==> src/rtl/cmd_exec_fsm_pkg.sv <==
// Shared encodings for the command executor: FSM states, command word fields
// and status word bit positions.
package cmd_exec_fsm_pkg;

   typedef enum logic [1:0] {
      IDLE = 2'd0,
      RUN  = 2'd1,
      CLR  = 2'd2
   } state_t;

   localparam int CMD_START   = 0;
   localparam int CMD_ABORT   = 1;
   localparam int CMD_OP_LSB  = 4;
   localparam int CMD_CNT_LSB = 16;
   localparam int OP_WIDTH    = 4;

   localparam int STA_BUSY     = 0;
   localparam int STA_DONE     = 1;
   localparam int STA_ERR_LEN0 = 2;
   localparam int STA_ERR_TMO  = 3;
   localparam int STA_ABORT    = 4;
   localparam int STA_OP_LSB   = 8;
   localparam int STA_CNT_LSB  = 16;

   // Sticky completion flags, cleared only when a new command is accepted.
   typedef struct packed {
      logic aborted;
      logic err_tmo;
      logic err_len0;
      logic done;
   } sticky_t;

endpackage

==> src/rtl/cmd_tmo_cnt.sv <==
// Stall timeout counter: counts consecutive stalled cycles and flags the cycle
// in which the count reaches its all-ones limit.
module cmd_tmo_cnt #(
   parameter int TMO_WIDTH = 16
) (
   input  logic clks,
   input  logic reset,
   input  logic inc,
   input  logic clr,
   output logic expire
);

   localparam logic [TMO_WIDTH-1:0] TMO_MAX  = '1;
   localparam logic [TMO_WIDTH-1:0] TMO_ONE  = TMO_WIDTH'(1);
   localparam logic [TMO_WIDTH-1:0] TMO_LAST = TMO_MAX - TMO_ONE;

   logic [TMO_WIDTH-1:0] cnt_reg;
   logic [TMO_WIDTH-1:0] cnt_next;

   always_comb begin
      cnt_next = cnt_reg;
      if (clr) begin
         cnt_next = '0;
      end else if (inc && (cnt_reg != TMO_MAX)) begin
         cnt_next = cnt_reg + TMO_ONE;
      end
   end

   always_ff @(posedge clks or posedge reset) begin
      if (reset) begin
         cnt_reg <= '0;
      end else begin
         cnt_reg <= cnt_next;
      end
   end

   // Fires on the stalled cycle that brings the count to all-ones.
   assign expire = inc && !clr && (cnt_reg == TMO_LAST);

endmodule

==> src/rtl/cmd_exec_fsm.sv <==
// Command executor: decodes the CPU command word, runs a beat-counted
// valid/ready transaction to the engine and pulses the command clear when done.
module cmd_exec_fsm
   import cmd_exec_fsm_pkg::*;
#(
   parameter int TMO_WIDTH = 16,
   parameter int CNT_WIDTH = 16
) (
   input  logic                clks,
   input  logic                reset,
   input  logic [31:0]         cmd_din,
   output logic                cmd_clr,
   output logic                op_vld,
   input  logic                op_rdy,
   output logic [OP_WIDTH-1:0] op_code,
   output logic                op_last,
   output logic [31:0]         sta_dout
);

   localparam logic [CNT_WIDTH-1:0] CNT_ONE = CNT_WIDTH'(1);

   state_t                state_reg, state_next;
   logic                  op_vld_reg, op_vld_next;
   logic                  op_last_reg, op_last_next;
   logic [OP_WIDTH-1:0]   op_code_reg, op_code_next;
   logic                  cmd_clr_reg, cmd_clr_next;
   logic                  busy_reg, busy_next;
   sticky_t               sticky_reg, sticky_next;
   logic [CNT_WIDTH-1:0]  count_reg, count_next;
   logic [CNT_WIDTH-1:0]  beat_cnt_reg, beat_cnt_next;

   logic                  cmd_start;
   logic                  cmd_abort;
   logic [OP_WIDTH-1:0]   cmd_op;
   logic [CNT_WIDTH-1:0]  cmd_cnt;
   logic                  cmd_unused;
   logic                  hs;
   logic                  stall;
   logic                  tmo_clr;
   logic                  tmo_expire;
   logic [CNT_WIDTH-1:0]  beat_inc;
   logic [CNT_WIDTH-1:0]  count_m1;

   assign cmd_start  = cmd_din[CMD_START];
   assign cmd_abort  = cmd_din[CMD_ABORT];
   assign cmd_op     = cmd_din[CMD_OP_LSB +: OP_WIDTH];
   assign cmd_cnt    = cmd_din[CMD_CNT_LSB +: CNT_WIDTH];
   // Reserved command bits carry no meaning here.
   assign cmd_unused = ^cmd_din;

   assign hs       = op_vld_reg & op_rdy;
   assign stall    = op_vld_reg & ~op_rdy;
   assign tmo_clr  = hs | ~op_vld_reg;
   assign beat_inc = beat_cnt_reg + CNT_ONE;
   assign count_m1 = count_reg - CNT_ONE;

   cmd_tmo_cnt #(
      .TMO_WIDTH (TMO_WIDTH)
   ) u_tmo (
      .clks   (clks),
      .reset  (reset),
      .inc    (stall),
      .clr    (tmo_clr),
      .expire (tmo_expire)
   );

   always_comb begin
      state_next    = state_reg;
      op_vld_next   = op_vld_reg;
      op_last_next  = op_last_reg;
      op_code_next  = op_code_reg;
      cmd_clr_next  = 1'b0;
      busy_next     = busy_reg;
      sticky_next   = sticky_reg;
      count_next    = count_reg;
      beat_cnt_next = beat_cnt_reg;

      case (state_reg)
         IDLE: begin
            if (cmd_start) begin
               op_code_next  = cmd_op;
               count_next    = cmd_cnt;
               beat_cnt_next = '0;
               sticky_next   = '0;
               if (cmd_cnt != '0) begin
                  state_next   = RUN;
                  op_vld_next  = 1'b1;
                  op_last_next = (cmd_cnt == CNT_ONE);
                  busy_next    = 1'b1;
               end else begin
                  sticky_next.done     = 1'b1;
                  sticky_next.err_len0 = 1'b1;
                  state_next           = CLR;
                  cmd_clr_next         = 1'b1;
               end
            end else if (cmd_abort) begin
               state_next   = CLR;
               cmd_clr_next = 1'b1;
            end
         end

         RUN: begin
            if (hs) begin
               beat_cnt_next = beat_inc;
               op_last_next  = (beat_inc == count_m1);
            end
            // Abort outranks timeout, which outranks normal completion.
            if (cmd_abort || tmo_expire || (hs && op_last_reg)) begin
               state_next       = CLR;
               cmd_clr_next     = 1'b1;
               op_vld_next      = 1'b0;
               op_last_next     = 1'b0;
               busy_next        = 1'b0;
               sticky_next.done = 1'b1;
               if (cmd_abort) begin
                  sticky_next.aborted = 1'b1;
               end else if (tmo_expire) begin
                  sticky_next.err_tmo = 1'b1;
               end
            end
         end

         CLR: begin
            state_next = IDLE;
         end

         default: begin
            state_next = IDLE;
         end
      endcase
   end

   always_ff @(posedge clks or posedge reset) begin
      if (reset) begin
         state_reg    <= IDLE;
         op_vld_reg   <= 1'b0;
         op_last_reg  <= 1'b0;
         op_code_reg  <= '0;
         cmd_clr_reg  <= 1'b0;
         busy_reg     <= 1'b0;
         sticky_reg   <= '0;
         count_reg    <= '0;
         beat_cnt_reg <= '0;
      end else begin
         state_reg    <= state_next;
         op_vld_reg   <= op_vld_next;
         op_last_reg  <= op_last_next;
         op_code_reg  <= op_code_next;
         cmd_clr_reg  <= cmd_clr_next;
         busy_reg     <= busy_next;
         sticky_reg   <= sticky_next;
         count_reg    <= count_next;
         beat_cnt_reg <= beat_cnt_next;
      end
   end

   assign cmd_clr = cmd_clr_reg;
   assign op_vld  = op_vld_reg;
   assign op_last = op_last_reg;
   assign op_code = op_code_reg;

   always_comb begin
      sta_dout                              = '0;
      sta_dout[STA_BUSY]                    = busy_reg;
      sta_dout[STA_DONE]                    = sticky_reg.done;
      sta_dout[STA_ERR_LEN0]                = sticky_reg.err_len0;
      sta_dout[STA_ERR_TMO]                 = sticky_reg.err_tmo;
      sta_dout[STA_ABORT]                   = sticky_reg.aborted;
      sta_dout[STA_OP_LSB +: OP_WIDTH]      = op_code_reg;
      sta_dout[STA_CNT_LSB +: CNT_WIDTH]    = beat_cnt_reg;
   end

endmodule

==> config.mk <==
export PLATFORM = sky130hd
export DESIGN_NAME = cmd_exec_fsm
export DESIGN_NICKNAME = d
export VERILOG_FILES = /design/src/rtl/cmd_exec_fsm_pkg.sv /design/src/rtl/cmd_tmo_cnt.sv /design/src/rtl/cmd_exec_fsm.sv
export SDC_FILE = /design/constraint.sdc
export NUM_CORES = 1
export LEC_CHECK = 0
export CAP_MARGIN = 20
export CORE_UTILIZATION = 30
export DETAILED_ROUTE_END_ITERATION = 7
export GPL_TIMING_DRIVEN = 1
export PLACE_DENSITY = 0.5
export REMOVE_ABC_BUFFERS = 1
export SLEW_MARGIN = 5
export SYNTH_ARGS = -nofsm -noshare
export SYNTH_HDL_FRONTEND = slang
export SYNTH_SLANG_ARGS = --single-unit
==> constraint.sdc <==
create_clock -name clks -period 3.5 [get_ports clks]
set_input_delay 1.05 -clock clks [delete_from_list [all_inputs] [get_ports clks]]
set_output_delay 1.05 -clock clks [all_outputs]
set_load 0.05 [all_outputs]
==> flow_summary.yaml <==
synthesis:
  yosys.area.top_type_share_pct: 42.6
  synth-edff-count: 0
  synth_area_leaders: "dfrtp_1 43%, nand2_1 8.7%, xnor2_1 5.9%"
  synth_ff_type: "dfrtp_1"
  yosys_warnings: 0
  synthCells: 407
  avgSynthCellArea_sq_um: 8.80
  yosysUniqueCellTypes: 48
  netlist_area_sq_mm: 0.00358
  synth_top_area_cell: "dfrtp_1"
  async_flop_share_pct: 100
  seq_area_frac_synth_pct: 42.6
  ys_ff_latch: 61
final_layout:
  nFillCells: 1171
  finalNetCount: 504
  antenna_cells: 0
  final_common_cell: "nand2_1"
  syn_to_final_growth_pct: 26.8
  final_cell_mix: "83 x nand2_1, 61 x dfrtp_1, 56 x clkdlybuf4s50_1"
  drive_gt1_share_pct: 6.84
global_routing:
  gr-max-usage-layer: "met1"
  grt_pass1_wl_mm: 14.7
  met2_usage_pct: 21.1
  grt_usage_pct: 14.9
  antenna_found_initial: 0
  overflow: 0
  grt_start_max_net_pins: 27
  globalRouteMet1Util_pct: 22.1
  use_met3_pct: 3.01
  grt_pass1_vias: 2855
setup_path:
  worst_ep_arrival_time_ns: 3.01
  required_ns: 3.73
  path_max_fanout: 5
  reg2regPathDepth: 8
  worstReg2RegStart: "count_reg[0]$_DFFE_PP0P_"
  crit_path_end_kind: "register"
  worstSetupStartpoint: "count_reg[0]$_DFFE_PP0P_"
  r2r_slack_ns: 0.72
  r2r-end: "op_last$_DFFE_PP0P_"
  start_kind: "register"
  critPathKind: "reg -> reg"
floorplanning:
  die_y_microns: 111
  start_util_pct: 31.1
  dieArea_sq_mm: 0.0124
  die_width_microns: 111
  core_region_area_sq_mm: 0.0115
  num_io_pins: 74
  num_rows: 39
clock_network:
  cts-htree-levels: 3
  clock-root-buffer: "clkbuf_16"
  cts.hold.buffers_added: 0
  cts_setup_buffers: 0
  cts_buffer_depth: 2
  clock_sinks: 61
  clkTransAtPathRegs_ns: 0.05
  cts_made_buffers: 9
  cts_tree: "yes"
  cts_resized: 0
  worstSkewPairLatency_ns: 0.32
outcome:
  outcome: "finished, violations left"
  violations: "DRC"
timing:
  worst_pin_slew_ns: 0.563
  setup_violations: 0
  slew_headroom_pct: 62.1
  timing.final.crit_share_pct: 79.5
  fin_tns_setup_ns: 0
  finClkSkew_ns: 0.00445
  rsz0062_at_grt: "no"
  fmax_ghz: 0.359
  final_max_slew_viol_count: 0
  finalWorstSetupSlack_ns: 0.717
  hold_viol_final: 0
  period_needed_ns: 2.78
route:
  firstDrtPassIters: 6
  drt-vias-per-instance: 4.91
  routedWlPerCell_microns: 14.1
  wl_mm: 8.63
  first_iter_violations: 115
  num_vias: 3002
  ant_nets: 0
  drcViolationCount: 4
min_path:
  min_from: "sta_dout[2]$_DFFE_PP0P_"
  min_to: "sta_dout[2]$_DFFE_PP0P_"
  worstHoldPathCells: 2
  min_path_type: "reg -> reg"
place:
  numPortBuffers: 56
  dpl.hpwl_mm: 6.39
  place_congestion: 0.781
  pre_cts_slack_ns: 0.421
pwr:
  swShare_pct: 37.4
  power_density_mw_per_mm2: 614
  power.switching_mw: 1.04
  power.share.clock_pct: 28.8
  max-vdd-ir-drop_mv: 0.330
  seq_power_share_pct: 35.1
  p_comb_share_pct: 36.1
  power.internal_mw: 1.75
  p_leak_nw: 1.93
job:
  max-cap-violations: 0
## per-stage QoR
stage	cell area, sq um	utilization, %	total power, mW	hold WS [ns]	cells
floorplan	3460	-	1.68	0.465	388
global placement	4270	37.0	1.99	0.476	596
detailed placement	4270	37.0	2.00	0.483	596
CTS	4530	39.4	2.82	0.496	610
global route	4540	39.4	2.95	0.522	611
finish	4540	39.4	2.79	0.486	611
## area by class of cell
type | instances | area (sq um) | share of cell area, %
multi-input combinational | 317 | 1900 | 41.7
sequential | 61 | 1530 | 33.6
timing repair buffer | 66 | 636 | 14.0
clock buffer | 12 | 256 | 5.65
tap | 143 | 179 | 3.94
inverter | 10 | 37.5 | 0.827
clock inverter | 2 | 10.0 | 0.220
## routing by layer
layer | part of all wire (%) | vias up | wire length (microns)
met1 | 53 | 1406 | 4560
met5 | 0 | - | 0
met4 | 1.5 | 0 | 129
li1 | - | 1506 | -
met3 | 5.0 | 9 | 435
met2 | 41 | 81 | 3500
## worst max-delay path, cell delays in order, from the launching register on
cell	delay [ns]
dfrtp_1	0.42
inv_1	0.11
ha_1	0.20
or4b_1	0.55
nor4_1	0.45
xnor3_1	0.38
nor3_1	0.22
nand4_1	0.13
o31ai_1	0.21
## kinds of logic (layout without fill, tap and decap cells)
family	after synthesis	count (layout)	share of synthesized area [%]
other	1	7	0.105
AOI/OAI and AO/OA	58	58	9.33
adders and majority gates	4	4	1.40
DFF	61	61	42.6
and+or+nand+nor	203	203	27.5
muxes	4	4	1.15
xor gates and xnor gates	41	41	12.8
buffers and inverters	35	90	5.14
## synthesized netlist by cell type, drive strengths merged (2+ instances only)
library cell	number
and4	3
a21oi	10
xor3	2
a31oi	5
or3	10
buf	13
xnor3	5
xnor2	24
dfrtp	61
clkbuf	12
o31ai	4
or4	3
ha	4
nand2	83
nand3	17
nand2b	2
or2	4
o21ai	31
nor3	11
inv	10
mux2i	3
xor2	10
nand4	9
nor2b	3
nor4	15
and3	5
nor2	34
## power by group through the flow
| stage | clock [mW] | sequential [mW] | combinational [mW] |
|---|---|---|---|
| after global placement | 0 | 0.987 | 1.00 |
| after CTS | 0.829 | 0.979 | 1.01 |
| after detailed placement | 0 | 0.988 | 1.01 |
| after floorplan | 0 | 1.17 | 0.504 |
| final | 0.803 | 0.979 | 1.01 |
| after global routing | 0.854 | 1.00 | 1.09 |
## worst max-delay path by stage
stage | end | slack [ns] | cells after the start
6_report | op_last$_DFFE_PP0P_ | 0.72 | 8
5_1_grt | op_last$_DFFE_PP0P_ | 0.52 | 8
4_1_cts | sta_dout[20] | 0.71 | 1
3_5_place_dp | op_last$_DFFE_PP0P_ | 0.42 | 7
3_3_place_gp | op_last$_DFFE_PP0P_ | 0.43 | 7
2_1_floorplan | beat_cnt_reg[2]$_DFFE_PP0P_ | 0.69 | 5
(Power assumes the default switching activity.)
